[src/rtl/sonic_ranger_ctrl.sv]
`default_nettype none
// ============================================================================
// Module  : sonic_ranger_ctrl
// Purpose : periodic ultrasonic ranging, echo-to-mm scaling, 4-tap average
// Rev     : 1.0  initial release
// ============================================================================
module sonic_ranger_ctrl #(
   parameter int unsigned PERIOD_CYCLES  = 10000000,
   parameter int unsigned TIMEOUT_CYCLES = 3000000,
   parameter int unsigned MAX_ECHO       = 1850000,
   parameter int unsigned SCALE_K        = 1798,
   parameter int unsigned SCALE_SHIFT    = 20
) (
   input  logic        clk,
   input  logic        rst_n,
   input  logic        enable,
   input  logic        one_shot,
   output logic        req,
   input  logic        busy,
   input  logic        finish,
   input  logic [31:0] sensor_data,
   output logic [15:0] dist_mm,
   output logic [15:0] dist_avg_mm,
   output logic        valid,
   output logic        range_err,
   output logic        timeout_err,
   output logic [7:0]  sample_cnt
);

   localparam logic [31:0] c_period_last = 32'(PERIOD_CYCLES - 1);
   localparam logic [31:0] c_tmo_last    = 32'(TIMEOUT_CYCLES - 1);
   localparam logic [31:0] c_max_echo    = 32'(MAX_ECHO);
   localparam logic [42:0] c_scale_k     = 43'(SCALE_K);

   typedef enum logic [2:0] {
      S_IDLE      = 3'd0,
      S_REQ       = 3'd1,
      S_WAIT_DONE = 3'd2,
      S_CALC      = 3'd3,
      S_AVG       = 3'd4,
      S_PUBLISH   = 3'd5
   } state_t;

   state_t            state_q, state_d;
   logic [31:0]       period_cnt_q, period_cnt_d;
   logic              pending_q, pending_d;
   logic [31:0]       tmo_cnt_q, tmo_cnt_d;
   logic [31:0]       echo_q, echo_d;
   logic [42:0]       prod_q, prod_d;
   logic              oor_q, oor_d;
   logic              primed_q, primed_d;
   logic [3:0][15:0]  win_q, win_d;
   logic [15:0]       dist_q, dist_d;
   logic [15:0]       avg_q, avg_d;
   logic              range_q, range_d;
   logic              tout_q, tout_d;
   logic              tpulse_q, tpulse_d;
   logic [7:0]        cnt_q, cnt_d;

   logic              w_tick;
   logic              w_take;
   logic              w_tmo;
   logic [42:0]       w_scaled;
   logic [15:0]       w_mm;
   logic [17:0]       w_sum;

   // A tick landing in the same cycle IDLE consumes the request re-arms pending.
   always_comb begin
      w_tick       = 1'b0;
      period_cnt_d = period_cnt_q;
      if (!enable) begin
         period_cnt_d = '0;
      end else if (period_cnt_q >= c_period_last) begin
         period_cnt_d = '0;
         w_tick       = 1'b1;
      end else begin
         period_cnt_d = period_cnt_q + 32'd1;
      end
      w_take    = (state_q == S_IDLE) && pending_q && !busy;
      pending_d = (pending_q && !w_take) || w_tick || one_shot;
   end

   assign w_tmo    = (tmo_cnt_q >= c_tmo_last);
   assign w_scaled = prod_q >> SCALE_SHIFT;
   assign w_mm     = (|w_scaled[42:16]) ? 16'hFFFF : w_scaled[15:0];
   // Window slot 0 is the newest sample; an unprimed window is four copies of it.
   assign w_sum    = primed_q ? (18'(w_mm) + 18'(win_q[0]) + 18'(win_q[1]) + 18'(win_q[2]))
                              : {w_mm, 2'b00};

   always_comb begin
      state_d   = state_q;
      tmo_cnt_d = tmo_cnt_q;
      echo_d    = echo_q;
      prod_d    = prod_q;
      oor_d     = oor_q;
      primed_d  = primed_q;
      win_d     = win_q;
      dist_d    = dist_q;
      avg_d     = avg_q;
      range_d   = range_q;
      tout_d    = tout_q;
      tpulse_d  = 1'b0;
      cnt_d     = cnt_q;
      unique case (state_q)
         S_IDLE: begin
            if (w_take) begin
               tmo_cnt_d = '0;
               state_d   = S_REQ;
            end
         end
         S_REQ: begin
            if (w_tmo) begin
               tout_d   = 1'b1;
               tpulse_d = 1'b1;
               state_d  = S_IDLE;
            end else begin
               tmo_cnt_d = tmo_cnt_q + 32'd1;
               if (busy) state_d = S_WAIT_DONE;
            end
         end
         S_WAIT_DONE: begin
            if (finish) begin
               echo_d  = sensor_data;
               state_d = S_CALC;
            end else if (w_tmo) begin
               tout_d   = 1'b1;
               tpulse_d = 1'b1;
               state_d  = S_IDLE;
            end else begin
               tmo_cnt_d = tmo_cnt_q + 32'd1;
            end
         end
         S_CALC: begin
            if (echo_q >= c_max_echo) begin
               oor_d = 1'b1;
            end else begin
               oor_d  = 1'b0;
               prod_d = 43'(echo_q) * c_scale_k;
               tout_d = 1'b0;
            end
            state_d = S_AVG;
         end
         S_AVG: begin
            // Results are registered here so they appear together with valid.
            range_d = oor_q;
            cnt_d   = cnt_q + 8'd1;
            if (!oor_q) begin
               win_d    = primed_q ? {win_q[2], win_q[1], win_q[0], w_mm} : {4{w_mm}};
               primed_d = 1'b1;
               dist_d   = w_mm;
               avg_d    = w_sum[17:2];
            end
            state_d = S_PUBLISH;
         end
         S_PUBLISH: state_d = S_IDLE;
         default:   state_d = S_IDLE;
      endcase
   end

   always_ff @(posedge clk or negedge rst_n) begin
      if (!rst_n) begin
         state_q      <= S_IDLE;
         period_cnt_q <= '0;
         pending_q    <= 1'b0;
         tmo_cnt_q    <= '0;
         echo_q       <= '0;
         prod_q       <= '0;
         oor_q        <= 1'b0;
         primed_q     <= 1'b0;
         win_q        <= '0;
         dist_q       <= '0;
         avg_q        <= '0;
         range_q      <= 1'b0;
         tout_q       <= 1'b0;
         tpulse_q     <= 1'b0;
         cnt_q        <= '0;
      end else begin
         state_q      <= state_d;
         period_cnt_q <= period_cnt_d;
         pending_q    <= pending_d;
         tmo_cnt_q    <= tmo_cnt_d;
         echo_q       <= echo_d;
         prod_q       <= prod_d;
         oor_q        <= oor_d;
         primed_q     <= primed_d;
         win_q        <= win_d;
         dist_q       <= dist_d;
         avg_q        <= avg_d;
         range_q      <= range_d;
         tout_q       <= tout_d;
         tpulse_q     <= tpulse_d;
         cnt_q        <= cnt_d;
      end
   end

   assign req         = (state_q == S_REQ);
   assign valid       = (state_q == S_PUBLISH) || tpulse_q;
   assign dist_mm     = dist_q;
   assign dist_avg_mm = avg_q;
   assign range_err   = range_q;
   assign timeout_err = tout_q;
   assign sample_cnt  = cnt_q;

endmodule
`default_nettype wire

[config.mk]
export PLATFORM = sky130hd
export DESIGN_NAME = sonic_ranger_ctrl
export DESIGN_NICKNAME = d
export VERILOG_FILES = /design/src/rtl/sonic_ranger_ctrl.sv
export SDC_FILE = /design/constraint.sdc
export NUM_CORES = 1
export LEC_CHECK = 0
export ABC_AREA = 1
export BUFFER_PORTS_ARGS = -buffer_cell sky130_fd_sc_hd__clkbuf_2
export CORE_UTILIZATION = 55
export DETAILED_ROUTE_END_ITERATION = 12
export GPL_ROUTABILITY_DRIVEN = 0
export PLACE_DENSITY_LB_ADDON = 0.08
export SETUP_SLACK_MARGIN = 0.05
export SLEW_MARGIN = 20
export SYNTH_ARGS = -nofsm -noshare
export SYNTH_HDL_FRONTEND = slang
export SYNTH_SLANG_ARGS = --single-unit
[constraint.sdc]
create_clock -name clk -period 5.4 [get_ports clk]
set_input_delay 0.54 -clock clk [delete_from_list [all_inputs] [get_ports clk]]
set_output_delay 0.54 -clock clk [all_outputs]
set_load 0.02 [all_outputs]
==> results.json <==
{
  "dr_total_vias": 13000,
  "tightest_slew_ps": 1040,
  "layout.cells.non_filler": 2440,
  "worst-setup-path-type": "flip-flop to flip-flop",
  "synth_simple_gate_area_frac": 0.210,
  "vias_per_cell": 5.33,
  "fin_tns_setup_ps": 0,
  "antenna_found_initial": 0,
  "hold_viol_final": 0,
  "globalRouteMet1Util": 0.352,
  "min_period_ps": 4800,
  "synth_top_area_share": 0.303,
  "cts_htree_levels": 4,
  "die_area_sq_um": 30700,
  "cp_common_cell": "inv_1",
  "dieHeight_um": 175,
  "required_ps": 5750,
  "nNetsFinal": 2359,
  "slew-limit-headroom": 0.303,
  "port_buffers": 81,
  "async_flop_share": 1.00,
  "drt-total-wl_um": 36900,
  "drc_errors": 0,
  "synth_mux_area_frac": 0,
  "wl_per_cell_um": 15.1,
  "setup_violations": 0,
  "slowest_stage": "fa_1",
  "synthTopCellsByArea": "dfrtp_1, ha_1, fa_1",
  "status": "finished, final reports clean",
  "cap_violations": 0,
  "dp_hpwl_um": 28800,
  "holdBufCountCts": 0,
  "clk_path_buf_depth": 2,
  "cts.sinks": 200,
  "synth_compound_area_frac": 0.109,
  "worst-path-buf-inv": 4,
  "hold_class": "input port to asynchronous set/reset pin",
  "startpoint_type": "flip-flop",
  "fin_util": 0.599,
  "post-cts-setup-buffer-count": 0,
  "area_delta_synth_final_pct": 7.27,
  "yosysSeqAreaShare": 0.303,
  "arrival_ps": 5160,
  "first_pass_iters": 5,
  "maxSlewViolCount": 0,
  "synth_edf_count": 0,
  "grt_pass1_wl_um": 62500,
  "ys_seq_elements": 200,
  "cp_max_fo": 4,
  "ant_nets": 0,
  "cp_top_family": "adder cells",
  "post-route-period-util": 0.889,
  "dp.cells": 2408,
  "die_w_um": 175,
  "r2r_slack_ps": 600,
  "core_sq_um": 29600,
  "r2r_cells": 19,
  "fillCellCount": 2712,
  "drt-initial-drc-count": 733,
  "cts_buffers": 17,
  "rsz0062_at_grt": "false",
  "met3_usage": 0.0396,
  "path_clk_slew_ps": 90,
  "cts.repair.resized": 0,
  "synth_xor_area_frac": 0.0212,
  "grt_max_degree": 105,
  "fmax_mhz": 208,
  "r2r_end": "prod_q[38]$_DFFE_PN0P_",
  "synth_adder_area_share": 0.265,
  "ys_types": 54,
  "first_global_vias": 12928,
  "n_antenna_cell": 0,
  "slowest_delay_ps": 540,
  "synth_flop_cell": "dfrtp_1",
  "yosys_warnings": 0,
  "syn_area_sq_um": 16500,
  "synth.avg_cell_area_sq_um": 8.33,
  "cts-root-buf": "clkbuf_16",
  "clkLatencyLatePin_ps": 470,
  "synth_top_area_cell": "dfrtp_1",
  "grt_usage": 0.255,
  "worstPathCellList": "inv_1 -> fa_1 -> inv_1 -> ha_1 -> fa_1 -> ha_1 -> inv_1 -> fa_1 -> inv_1 -> ha_1 -> nand2_1 -> nor2_1 -> nand2_1 -> nor2_1 -> nand4_1 -> nand3_1 -> nand2_1 -> nand3_1 -> o21ai_0",
  "end_kind": "flip-flop",
  "gr-usage-met2": 0.408,
  "cts_tree": "built",
  "overflow": 0,
  "io_pins": 82,
  "skew_ps": 12.7,
  "busiest_layer": "met2",
  "rr_startpoint": "echo_q[19]$_DFFE_PN0P_",
  "rows": 63,
  "drive_above_1_share": 0.0873,
  "synth_top_family_by_area": "adder cells",
  "initial_utilization": 0.558,
  "postSynthCellCount": 1981
}
area by class of cell:
type,count,area (sq um),share of cell area
inverter,303,1140,0.0643
timing repair buffer,87,459,0.0259
multi-input combinational,1428,10000,0.566
tap,390,488,0.0276
clock buffer,18,439,0.0248
sequential,200,5000,0.283
clock inverter,14,154,0.00869
cells in the final DEF (no fill, tap or decap), types with 4 or more instances in the layout:
cell and n:
clkbuf_16 17, ha_1 175, dfrtp_1 200, o21a_1 10, inv_1 295, xor2_1 25
nor3b_1 5, nor4_1 10, a31oi_1 6, nor3_1 25, clkbuf_2 80, a21oi_2 14
inv_2 7, fa_1 109, nand3_1 98, a21o_1 4, o211ai_1 7, a2bb2oi_1 35
xnor2_1 15, o21ai_1 8, o21ai_0 93, nand4_1 25, nand2_1 425, inv_8 4
a21oi_1 87, buf_4 6, nand2_2 6, nor2_2 6, a21boi_0 4, nand3b_1 13
nor2_1 163, or2_2 13, conb_1 8, o21bai_1 9
Yosys cell counts, types with 35 or more instances:
library cell	count
a21oi_1	87
fa_1	109
ha_1	175
a2bb2oi_1	35
nand2_1	425
o21ai_0	93
dfrtp_1	200
inv_1	296
nor2_1	163
nand3_1	98
registers in the layout, summed over array words and instances (netlist names):
register      count
range_err         1
echo_q           32
oor_q             1
period_cnt_q     32
tpulse_q          1
tmo_cnt_q        32
timeout_err       1
primed_q          1
sample_cnt        8
win_q            48
dist_avg_mm      16
state_q           3
pending_q         1
prod_q           23
worst reg2reg max path, delay by kind of cell, from the launching register on:
kind,cells,cell delay [ps]
adders and majority gates,6,2500
and+or+nand+nor,8,1270
DFF,1,500
buffers and inverters,4,340
AOI/OAI and AO/OA,1,90
metrics by stage:
stage | setup WS, ps | hold slack [ps] | cell area, sq um
global route | 392 | 200 | 17700
CTS | 619 | 189 | 17700
detailed placement | 640 | 467 | 17100
global placement | 615 | 464 | 17100
finish | 597 | 92.1 | 17700
floorplan | 1270 | 244 | 16500
worst max path at each step:
stage	slack [ps]	to	startpoint	cells past startpoint
global placement	620	prod_q[30]$_DFFE_PN0P_	echo_q[19]$_DFFE_PN0P_	18
finish	600	prod_q[38]$_DFFE_PN0P_	echo_q[19]$_DFFE_PN0P_	19
global route	390	prod_q[38]$_DFFE_PN0P_	echo_q[18]$_DFFE_PN0P_	19
detailed placement	640	prod_q[38]$_DFFE_PN0P_	echo_q[18]$_DFFE_PN0P_	19
floorplan	1270	prod_q[30]$_DFFE_PN0P_	echo_q[19]$_DFFE_PN0P_	18
CTS	620	prod_q[38]$_DFFE_PN0P_	echo_q[18]$_DFFE_PN0P_	19
metal layers:
| metal | wire length [um] | up-vias |
|---|---|---|
| li1 | - | 6491 |
| met1 | 17700 | 6165 |
| met2 | 16900 | 281 |
| met3 | 1360 | 63 |
| met4 | 906 | 0 |
| met5 | 0 | - |
cell families after synthesis:
family                   after synthesis
flip-flops                           200
XOR/XNOR                              40
other                                  1
adder cells (fa/ha/maj)              284
AO/OA/AOI/OAI                        293
AND/OR/NAND/NOR                      803
buffers and inverters                360
Power is not shown: default switching activity piles up to over one toggle a cycle in this logic, so the estimate is an artifact.
